<file path="src/rtl/axis_popcount_pkt.sv">
// AXI4-Stream popcount engine: TKEEP-masked beat counts plus MMIO word counts feed a
// saturating running total, and TLAST-delimited packet counts are queued in a result FIFO.
module axis_popcount_pkt #(
  parameter int DATA_WIDTH  = 32,
  parameter int COUNT_WIDTH = 32,
  parameter int FIFO_DEPTH  = 4
) (
  input  logic                      S_AXIS_ACLK,
  input  logic                      S_AXIS_ARESETN,
  input  logic [DATA_WIDTH-1:0]     S_AXIS_TDATA,
  input  logic [DATA_WIDTH/8-1:0]   S_AXIS_TKEEP,
  input  logic                      S_AXIS_TLAST,
  input  logic                      S_AXIS_TVALID,
  output logic                      S_AXIS_TREADY,
  input  logic [DATA_WIDTH-1:0]     WRITE_DATA,
  input  logic                      WRITE_VALID,
  output logic [COUNT_WIDTH-1:0]    COUNT,
  input  logic                      COUNT_RST,
  output logic                      COUNT_BUSY,
  output logic [COUNT_WIDTH-1:0]    PKT_COUNT_DATA,
  output logic                      PKT_COUNT_VALID,
  input  logic                      PKT_COUNT_POP
);

  localparam int KEEP_W = DATA_WIDTH / 8;
  localparam int PC_W   = $clog2(DATA_WIDTH + 1);
  localparam int AW     = $clog2(FIFO_DEPTH);

  function automatic logic [PC_W-1:0] popcount(input logic [DATA_WIDTH-1:0] v);
    logic [PC_W-1:0] n;
    n = '0;
    for (int i = 0; i < DATA_WIDTH; i++) n = n + PC_W'(v[i]);
    return n;
  endfunction

  function automatic logic [COUNT_WIDTH-1:0] sat_add(input logic [COUNT_WIDTH-1:0] a,
                                                     input logic [COUNT_WIDTH-1:0] b);
    logic [COUNT_WIDTH:0] s;
    s = {1'b0, a} + {1'b0, b};
    return s[COUNT_WIDTH] ? '1 : s[COUNT_WIDTH-1:0];
  endfunction

  logic [DATA_WIDTH-1:0]  w_keep_mask;
  logic                   w_accept;
  logic                   w_push;
  logic                   w_pop;
  logic [AW:0]            w_reserved;
  logic [COUNT_WIDTH-1:0] w_ones_ext;
  logic [COUNT_WIDTH-1:0] w_pkt_sum;

  logic [PC_W-1:0]        r_s1_ones;
  logic [PC_W-1:0]        r_s1_mmio;
  logic                   r_s1_valid;
  logic                   r_s1_last;
  logic [COUNT_WIDTH-1:0] r_count;
  logic [COUNT_WIDTH-1:0] r_pkt_acc;
  logic                   r_pkt_open;

  logic [COUNT_WIDTH-1:0] r_mem [FIFO_DEPTH];
  logic [AW-1:0]          r_wr_ptr;
  logic [AW-1:0]          r_rd_ptr;
  logic [AW:0]            r_fill;

  // NOTE: every variable written in always_comb gets a default first, so no path leaves it latched.
  always_comb begin
    w_keep_mask = '0;
    for (int i = 0; i < KEEP_W; i++) w_keep_mask[8*i +: 8] = {8{S_AXIS_TKEEP[i]}};
  end

  // A slot is held back for a TLAST already in stage 1, so its push always finds room.
  assign w_reserved    = r_fill + (AW+1)'(r_s1_last);
  assign S_AXIS_TREADY = w_reserved < (AW+1)'(FIFO_DEPTH);
  assign w_accept      = S_AXIS_TVALID & S_AXIS_TREADY;

  assign w_ones_ext = COUNT_WIDTH'(r_s1_ones);
  assign w_pkt_sum  = sat_add(r_pkt_acc, w_ones_ext);
  assign w_push     = r_s1_last & ~COUNT_RST;
  assign w_pop      = PKT_COUNT_POP & PKT_COUNT_VALID;

  // NOTE: sequential state uses non-blocking assignments only, so every register samples pre-edge values.
  always_ff @(posedge S_AXIS_ACLK or negedge S_AXIS_ARESETN) begin
    if (!S_AXIS_ARESETN) begin
      r_s1_ones  <= '0;
      r_s1_mmio  <= '0;
      r_s1_valid <= 1'b0;
      r_s1_last  <= 1'b0;
    end else if (COUNT_RST) begin
      r_s1_ones  <= '0;
      r_s1_mmio  <= '0;
      r_s1_valid <= 1'b0;
      r_s1_last  <= 1'b0;
    end else begin
      r_s1_ones  <= w_accept ? popcount(S_AXIS_TDATA & w_keep_mask) : '0;
      r_s1_mmio  <= WRITE_VALID ? popcount(WRITE_DATA) : '0;
      r_s1_valid <= w_accept | WRITE_VALID;
      r_s1_last  <= w_accept & S_AXIS_TLAST;
    end
  end

  always_ff @(posedge S_AXIS_ACLK or negedge S_AXIS_ARESETN) begin
    if (!S_AXIS_ARESETN) begin
      r_count    <= '0;
      r_pkt_acc  <= '0;
      r_pkt_open <= 1'b0;
    end else if (COUNT_RST) begin
      r_count    <= '0;
      r_pkt_acc  <= '0;
      r_pkt_open <= 1'b0;
    end else begin
      r_count   <= sat_add(sat_add(r_count, w_ones_ext), COUNT_WIDTH'(r_s1_mmio));
      r_pkt_acc <= r_s1_last ? '0 : w_pkt_sum;
      if (w_accept) r_pkt_open <= ~S_AXIS_TLAST;
    end
  end

  // NOTE: the result storage has no reset; the read port is forced to zero while empty instead.
  always_ff @(posedge S_AXIS_ACLK) begin
    if (w_push) r_mem[r_wr_ptr] <= w_pkt_sum;
  end

  always_ff @(posedge S_AXIS_ACLK or negedge S_AXIS_ARESETN) begin
    if (!S_AXIS_ARESETN) begin
      r_wr_ptr <= '0;
      r_rd_ptr <= '0;
      r_fill   <= '0;
    end else begin
      if (w_push) r_wr_ptr <= r_wr_ptr + AW'(1);
      if (w_pop)  r_rd_ptr <= r_rd_ptr + AW'(1);
      if (w_push && !w_pop)      r_fill <= r_fill + (AW+1)'(1);
      else if (w_pop && !w_push) r_fill <= r_fill - (AW+1)'(1);
    end
  end

  assign COUNT           = r_count;
  assign COUNT_BUSY      = r_s1_valid | r_pkt_open;
  assign PKT_COUNT_VALID = (r_fill != '0);
  assign PKT_COUNT_DATA  = PKT_COUNT_VALID ? r_mem[r_rd_ptr] : '0;

endmodule

</file>
<file path="config.mk">
export PLATFORM = sky130hd
export DESIGN_NAME = axis_popcount_pkt
export DESIGN_NICKNAME = d
export VERILOG_FILES = /design/src/rtl/axis_popcount_pkt.sv
export SDC_FILE = /design/constraint.sdc
export NUM_CORES = 1
export LEC_CHECK = 0
export ABC_AREA = 1
export CORE_MARGIN = 2
export CORE_UTILIZATION = 44
export DETAILED_ROUTE_END_ITERATION = 10
export GPL_TIMING_DRIVEN = 1
export HOLD_SLACK_MARGIN = 0.03
export SETUP_SLACK_MARGIN = 0.1
export SYNTH_ARGS = -nofsm -noshare
export SYNTH_HDL_FRONTEND = slang
export SYNTH_SLANG_ARGS = --single-unit
</file>
<file path="constraint.sdc">
create_clock -name S_AXIS_ACLK -period 4.6 [get_ports S_AXIS_ACLK]
set_input_delay 0.46 -clock S_AXIS_ACLK [delete_from_list [all_inputs] [get_ports S_AXIS_ACLK]]
set_output_delay 0.46 -clock S_AXIS_ACLK [all_outputs]
set_load 0.02 [all_outputs]
</file>
# [After elaboration in Yosys (flattened, before gate mapping)]
# Memory sizes are Yosys's and may differ from the RTL's.
# Index checks and enable logic that the tools add are counted.
# Widths: inputs -> output; s select.
[word_totals] ff_bits=86 ramBits=128 in_bits=75 out_inout_bits=67 word_cells=117 memories=1
[classes] addsub=70 order_cmp=1 mux=19 bitwise=9 n_reduce_logical=7
[memory_table] name="r_mem" depth=4 width=32 rd=1 rd_clocked_by_memory_dff=0 write_ports=1 line_no="59" text="logic [COUNT_WIDTH-1:0] r_mem [FIFO_DEPTH];"
[ops] operator="$add 6x1->6" n=52
[ops] operator="$mux 32" n=7
[ops] operator="$add 32x6->33" n=3
[ops] operator="$and 32x32->32" n=1
[ops] operator="$mux 6" n=4
[ops] operator="$add 5x1->6" n=2
[ops] operator="$add 4x1->5" n=2
[ops] operator="$add 3x1->4" n=2
[ops] operator="$add 2x1->3" n=2
[ops] operator="$mux 1" n=6
[ops] operator="$mux 3" n=2
[ops] operator="$add 1x1->2" n=2
[ops] operator="$add 2x1->2 const B" n=2
[ops] operator="$and 1x1->1" n=4
[ops] operator="$reduce_bool 2->1" n=2
[ops] operator="$add 3x1->3" n=1
[ops] operator="$add 3x1->3 const B" n=1
[ops] operator="$lt 3x3->1 const B" n=1
[ops] operator="$reduce_bool 3->1" n=1
[ops] operator="$sub 3x1->3 const B" n=1
[ops] operator="$logic_and 1x1->1" n=2
[ops] operator="$logic_not 1->1" n=2
[ops] operator="$not 1->1" n=2
[ops] operator="$or 1x1->1" n=2

# [Longest topological paths before layout]
# Gate-level depths: netlist (run 1).
[depth] depth_word=34 depth_mapped=25 ltp_nobuf=25

# [Worst setup path before layout (run 1)]
# No wires, ideal clock.
[synth_timing] kind="input to register" from="input S_AXIS_TKEEP[0]" to="register r_s1_ones[4]" setup_time_ps=129 t_arrival_ps=4907 required_time_ps=4471 setup_slack_ps=-436 cell_stages=17 path_buffers=1 cell_sequence="clkbuf_1 > nand2_1 > inv_1 > fa_1 > inv_1 > fa_1 > fa_1 > fa_1 > fa_1 > fa_1 > inv_1 > ha_1 > fa_1 > a21oi_1 > o21ai_0 > xnor2_1 > nor2_1"
[synth_between] elab_chain_len=34
[synth_lines] element="from (decl)" line_no="11" text="input logic [DATA_WIDTH/8-1:0] S_AXIS_TKEEP,"
[synth_lines] element="$and 32x32->32 *" line_no="93" text="r_s1_ones <= w_accept ? popcount(S_AXIS_TDATA & w_keep_mask) : '0;"
[synth_lines] element="$add 1x1->2" line_no="32" text="for (int i = 0; i < DATA_WIDTH; i++) n = n + PC_W'(v[i]);"
[synth_lines] element="$add 2x1->3" line_no="32"
[synth_lines] element="$add 3x1->4" line_no="32"
[synth_lines] element="$add 4x1->5" line_no="32"
[synth_lines] element="$add 5x1->6" line_no="32"
[synth_lines] element="$add 6x1->6" line_no="32"
[synth_lines] element="$add 6x1->6 * (25 in a row)" line_no="32"
[synth_lines] element="$mux 6 *" line_no="93"
[synth_lines] element="$mux 6 *" line_no="87" text="end else if (COUNT_RST) begin"
[synth_lines] element="to (signal assigned)" line_no="93"
[synth_lines] element="to (decl)" line_no="51" text="logic [PC_W-1:0] r_s1_ones;"
# Mark *: on every way between the ends. The rest lies on a longest branch, timed or not.
# A chain may end at the register's enable or synchronous reset.

# [Worst setup path after layout (run 1)]
[layout_timing] from="input S_AXIS_TDATA[1]" to="register r_s1_ones[4]"
[layout_between] elab_chain_len=34
[layout_lines] element="from (decl)" line_no="10" text="input logic [DATA_WIDTH-1:0] S_AXIS_TDATA,"
[layout_lines] element="$and 32x32->32" line_no="93"
[layout_lines] element="$add 1x1->2" line_no="32"
[layout_lines] element="$add 2x1->3" line_no="32"
[layout_lines] element="$add 3x1->4" line_no="32"
[layout_lines] element="$add 4x1->5" line_no="32"
[layout_lines] element="$add 5x1->6" line_no="32"
[layout_lines] element="$add 6x1->6 (26 in a row)" line_no="32"
[layout_lines] element="$mux 6" line_no="93"
[layout_lines] element="$mux 6" line_no="87"
# No other way between the ends.

==> impl_metrics.toml, run 1 <==
[global_routing]
antenna_found_initial = 1
grt_overflow = 0
grt_pass1_wl_mm = 54.1
grt_pass1_vias = 10500
grt_max_degree = 66
grt_usage_pct = 21.5

[floorplanning]
fp.dieArea_sq_mm = 0.0321
io_pins = 142
start_util_pct = 44.4
die_w_microns = 179
rows = 64
die_h_microns = 179
core_area_sq_mm = 0.0304

[timing]
finalCriticalPeriod_ns = 4.38
rsz0062_at_grt = "true"
max_slew.worst_pin.slew_ns = 0.957
fin_ws_ns = 0.218
period_share_pct = 95.3
setup_violations = 0
clock_skew_ns = 0.00752
final_max_slew_viol_count = 0
hold_viol_final = 0
fmax_mhz = 228
relSlewSlack_pct = 36.1

[logic_synthesis]
synth_area_sq_mm = 0.0135
synth_edf_count = 128
ys_seq_elements = 214
synth.distinct_cells = 42
synth_nets = 1762
yosysSeqAreaShare_pct = 44.4
synth_commonest_cells = "nand2_1, inv_1, nor2_1, edfxtp_1, dfrtp_1"
yosysTopAreaCell = "edfxtp_1"
yosysMostFrequentCell = "nand2_1"
ys_warn_count = 0
ys.flop_type = "edfxtp_1"
synth_top_cells_by_area = "edfxtp_1, dfrtp_1, nand2_1"
synth.top_cell.area_share_pct = 28.5
synth_area_per_cell_sq_um = 8.45
synthCells = 1598
synthArstFlopShare_pct = 40.2

[clocking]
clk_path_buf_depth = 3
htreeDepth = 1
cts_sinks = 214
cts_root_buf = "clkbuf_16"
cts_tree = "done"
clk_latency_ns = 0.54
clk_pin_slew_ns = 0.06
cts_made_buffers = 25

[setup_path]
crit_path_max_fanout = 2
critPathBufInv = 4
crit_path_frequent_cell = "fa_1"
cp.required_ns = 5.01
reg2reg_from = "r_s1_ones[0]"
worst-setup-path-type = "primary input to flip-flop"
crit_chain = "dlygate4sd2_1 > nand2_1 > inv_2 > fa_1 > inv_2 > fa_2 > fa_2 > fa_1 > fa_1 > fa_1 > inv_2 > ha_4 > fa_2 > a21oi_2 > o21ai_2 > xnor2_1 > nor2_1"
cp_slowest_cell = "fa_2"
worstSetupStartpoint = "S_AXIS_TDATA[1]"
startpoint_type = "primary input"
r2r_slack_ns = 0.52
arrival_ns = 4.80
cpPeakStageDelay_ns = 0.55
end_kind = "flip-flop"
critPathTopFamily = "adder cells"

[pwr]
total_power_w = 0.00815
p_leak_nw = 7.42
ir_worst_vdd_v = 0.000300
p_per_area_mw_per_mm2 = 497

[placed_design]
dp_slack_ns = -0.766
io_buffers = 141
hpwl_mm = 25.0
place_area_sq_mm = 0.0155
dp.cells = 2121
gp_congestion = 0.932

[detailed_routing]
drt_iter0_drc = 611
vias = 10900
routed_via_density = 5.00
drc = 0
totalWireLength_mm = 34.0
first_pass_iters = 7
ant_nets = 0
route.detailed.wl_per_inst_microns = 15.7

[finish]
syn_to_final_growth_pct = 21.4
drive_gt1_share_pct = 10.9
multiInputGateArea_sq_mm = 0.00643
fin_area_sq_mm = 0.0164
fin_cells = 2170
fin_nets = 1918
seqCellArea_sq_mm = 0.00600
fillers = 2830

[status]
outcome = "completed"

[hold_path]
hp-start = "S_AXIS_TLAST"
hold_path_class = "primary input to flip-flop"

[flow_run]
drv_cap = 0
## where the power goes
part / internal, W / total [W] / switching [W] / leakage (nW)
clock network: 0.00123 / 0.00206 / 0.000828 / 0.406
registers: 0.00217 / 0.00225 / 0.0000830 / 2.36
logic: 0.00169 / 0.00384 / 0.00215 / 4.65
## metrics by stage
stage	util, %	hold WS, ns	TNS, ns
final	53.8	0.481	0
after global routing	53.8	0.502	0
after CTS	53.8	0.459	0
after detailed placement	50.9	0.512	-5.72
after global placement	50.9	0.501	-5.01
after floorplan	-	0.164	-0.194
## worst register-to-register path, stage by stage (launching register included)
cell and delay (ns):
dfrtp_1 0.42, ha_1 0.28, fa_1 0.41, nand2_1 0.10
nand2_1 0.13, nand3_2 0.12, nand2_4 0.12, nand4_4 0.12
inv_1 0.07, or2_2 0.28, ha_1 0.35, nand3_1 0.09
nand2_1 0.10, nand2_1 0.06, nand2_1 0.07, nand2_1 0.21
nor2_4 0.22, nand2_2 0.13, nor2_1 0.35, nand2_1 0.10
nand2_1 0.08, nand3_2 0.06, nand2_1 0.08, inv_1 0.05
## registers in the layout (all words and copies together) (netlist names)
| register | flops |
|---|---|
| COUNT | 32 |
| r_fill | 3 |
| r_mem | 128 |
| r_pkt_acc | 32 |
| r_pkt_open | 1 |
| r_rd_ptr | 2 |
| r_s1_last | 1 |
| r_s1_mmio | 6 |
| r_s1_ones | 6 |
| r_s1_valid | 1 |
| r_wr_ptr | 2 |
## final cells by class
class,instances,area share [%]
Clock inverter,12,1.02
Multi-Input combinational cell,1077,39.3
Timing Repair Buffer,173,9.84
Tap cell,396,3.02
Inverter,263,6.03
Antenna cell,1,0.0153
Sequential cell,214,36.6
Clock buffer,34,4.21
## kinds of logic (layout without fill, tap and decap cells)
kind of cell             Yosys count  count (layout)  share of synthesized area (%)
AND/OR/NAND/NOR                  787             787                           26.8
AO/OA/AOI/OAI                    160             160                           6.16
multiplexers                       1               1                         0.0834
adder cells (fa/ha/maj)           89              89                           11.1
flip-flops                       214             214                           44.4
buffers and inverters            307             482                           8.83
XOR/XNOR                          40              40                           2.60
other                              0               1                              0
## worst paths after layout
path | endpoint | cells past startpoint
max in group asynchronous | r_rd_ptr[0] | 3
worst min-delay path | r_s1_last | 3
min in group asynchronous | COUNT[30] | 2
worst max-delay path | r_s1_ones[4] | 17
worst max register to register | COUNT[29] | 23
worst min register to register | r_pkt_open | 2
## per-layer routing
layer | global-route usage (%) | routed length, microns | vias to the layer above | share of wire [%]
li1 | - | - | 5401 | -
met1 | 28.3 | 14800 | 5132 | 44
met2 | 36.9 | 16600 | 260 | 49
met3 | 3.03 | 1610 | 61 | 4.7
met4 | 6.49 | 961 | 0 | 2.8
met5 | 0 | 0 | - | 0
## layout by cell type (no fill, tap or decap), types with 17 or more instances in the layout
cell type	n
nand4_1	26
fa_1	48
dlygate4sd2_1	27
edfxtp_1	128
inv_2	17
o21ai_0	75
nand3_2	22
buf_4	31
clkbuf_16	25
dfrtp_1	85
nand3_1	81
nor3_1	21
nor2_1	244
ha_1	33
clkdlybuf4s50_1	106
a21oi_1	72
xor2_1	25
inv_1	246
nand2_1	317
## timing repair
item,4_1_cts,5_1_grt
pin swaps,47,26
resized for setup,62,15
setup buffers,1,0
endpoints found under the setup margin,8,4
hold buffers,1,0
endpoints found under the hold margin,47,0
No activity file was read; power rests on OpenSTA's default activity.
==> inputs of run 2 (changes only) <==
CTS_BUF_LIST = sky130_fd_sc_hd__clkbuf_4 sky130_fd_sc_hd__clkbuf_8   (was not set)
SLEW_MARGIN = 15   (was not set)
==> run 2 against run 1 <==
Against the previous run:
- final cell count rose by 1.2%
- largest cell class unchanged
- cell area about the same
- critical path depth is the same
- fmax rose by 0.18%
- flip-flop and latch count stayed put
- setup slack improved by 0.0081 ns
- highest routed layer unchanged
- hold slack improved by 0.0057 ns
==> impl_metrics.toml, run 2 (synthesis results as in run 1) <==
[placed_design]
dp.cells = 2121
place_area_sq_mm = 0.0155
hpwl_mm = 25.0
gp_congestion = 0.932
io_buffers = 141

[finish]
fin_area_sq_mm = 0.0164
multiInputGateArea_sq_mm = 0.00643
seqCellArea_sq_mm = 0.00600
regMostFlops = "r_mem"
fin_nets = 1932
final_common_cell = "nand2_1"
final_cell_mix = "nand2_1, inv_1, nor2_1"
largest_reg_flops = 128
fin_cells = 2196
drive_gt1_share_pct = 12.4
syn_to_final_growth_pct = 21.3
fillers = 2869

[detailed_routing]
vias = 11000
routed_via_density = 5.00
drc = 0
first_pass_iters = 6
ant_nets = 0
route.detailed.wl_per_inst_microns = 15.6
totalWireLength_mm = 34.3
drt_iter0_drc = 629

[timing]
period_share_pct = 95.1
relSlewSlack_pct = 35.1
hold_viol_final = 0
rsz0062_at_grt = "true"
setup_violations = 0
clock_skew_ns = 0.0352
fmax_mhz = 229
final_max_slew_viol_count = 0
finalCriticalPeriod_ns = 4.37
max_slew.worst_pin.slew_ns = 0.972

[setup_path]
cp.required_ns = 5.00
ff2ff_path_depth = 23
arrival_ns = 4.78
worst-setup-path-type = "primary input to flip-flop"
r2r_slack_ns = 0.56
crit_path_max_fanout = 2
startpoint_type = "primary input"
end_kind = "flip-flop"

[clocking]
cts_made_buffers = 39
htreeDepth = 2
clk_path_buf_depth = 3
clk_latency_ns = 0.55
cts_root_buf = "clkbuf_8"
clk_pin_slew_ns = 0.06
cts_tree = "done"
cts_sinks = 214

[flow_run]
drv_cap = 0

[global_routing]
grt_usage_pct = 21.7
grt_pass1_wl_mm = 54.4
grt_max_degree = 66
grt_overflow = 0
antenna_found_initial = 0
grt_pass1_vias = 10600

[floorplanning]
die_w_microns = 179
io_pins = 142
fp.dieArea_sq_mm = 0.0321
core_area_sq_mm = 0.0304
die_h_microns = 179
rows = 64
start_util_pct = 44.4

[pwr]
p_leak_nw = 7.46
p_per_area_mw_per_mm2 = 491
ir_worst_vdd_v = 0.000306

[hold_path]
hold_path_class = "primary input to async pin"

[status]
outcome = "completed"
==> run 2: changes by cell type in the layout (fill, tap and decap cells not counted), moves of 6 or more <==
cell,before,now
clkbuf_1,6,0
clkbuf_16,25,0
clkbuf_4,0,16
clkbuf_8,3,44
==> run 2: where the power goes <==
part / switching, W / internal, W / total (W) / leakage [nW]
sequential: 0.0000855 / 0.00217 / 0.00225 / 2.36
clock: 0.000814 / 0.00113 / 0.00194 / 0.449
combinational: 0.00216 / 0.00169 / 0.00385 / 4.65
total: 0.00306 / 0.00499 / 0.00805 / 7.46
==> run 2: repair_timing <==
action / 4_1_cts / 5_1_grt
endpoints found under the hold margin: 47 / 0
hold buffers: 1 / 0
setup endpoints to repair: 8 / 4
buffers inserted: 1 / 0
resized for setup: 62 / 16
pin swaps: 47 / 26
==> run 2: worst max-delay path: stages <==
cell	delay (ns)
dlygate4sd2_1	0.24
nand2_2	0.07
inv_2	0.04
fa_1	0.51
inv_2	0.04
fa_1	0.50
fa_2	0.45
fa_1	0.53
fa_1	0.44
fa_1	0.52
inv_2	0.05
ha_4	0.16
fa_2	0.36
a21oi_2	0.14
o21ai_2	0.06
xnor2_1	0.14
nor2_1	0.05
==> run 2: final timing paths <==
path,from,to
min reg2reg,r_pkt_open,r_pkt_open
min in group S_AXIS_ACLK,WRITE_VALID,r_s1_mmio[0]
max in group asynchronous,S_AXIS_ARESETN,r_wr_ptr[0]
max reg2reg,r_s1_ones[0],COUNT[29]
min,S_AXIS_ARESETN,COUNT[30]
max,S_AXIS_TDATA[15],r_s1_ones[4]
==> run 2: layout make-up <==
type                       count  share of cell area [%]
multi-input combinational   1077                    39.3
inverter                     263                    6.03
antenna                        1                  0.0153
clock inverter                12                   0.764
clock buffer                  60                    4.43
sequential                   214                    36.6
timing repair buffer         173                    9.85
tap                          396                    3.03
==> run 2: routing by layer <==
metal / routed length (microns) / vias to the layer above / GRT usage, % / share of wire [%]
li1: - / 5426 / - / -
met1: 15000 / 5227 / 28.2 / 44
met5: 0 / - / 0 / 0
met3: 1590 / 64 / 3.16 / 4.6
met4: 934 / 0 / 6.96 / 2.7
met2: 16800 / 261 / 37.2 / 49
==> run 2: metrics by stage <==
| stage | hold slack [ns] | util, % | setup TNS, ns | power, W | setup slack (ns) |
|---|---|---|---|---|---|
| 3_5_place_dp | 0.512 | 50.9 | -5.72 | 0.00606 | -0.766 |
| 4_1_cts | 0.471 | 53.8 | 0 | 0.00815 | 0.103 |
| 2_1_floorplan | 0.164 | - | -0.194 | 0.00468 | -0.0931 |
| 3_3_place_gp | 0.501 | 50.9 | -5.01 | 0.00595 | -0.699 |
| 5_1_grt | 0.512 | 53.8 | 0 | 0.00867 | 0.0866 |
| 6_report | 0.486 | 53.8 | 0 | 0.00805 | 0.226 |
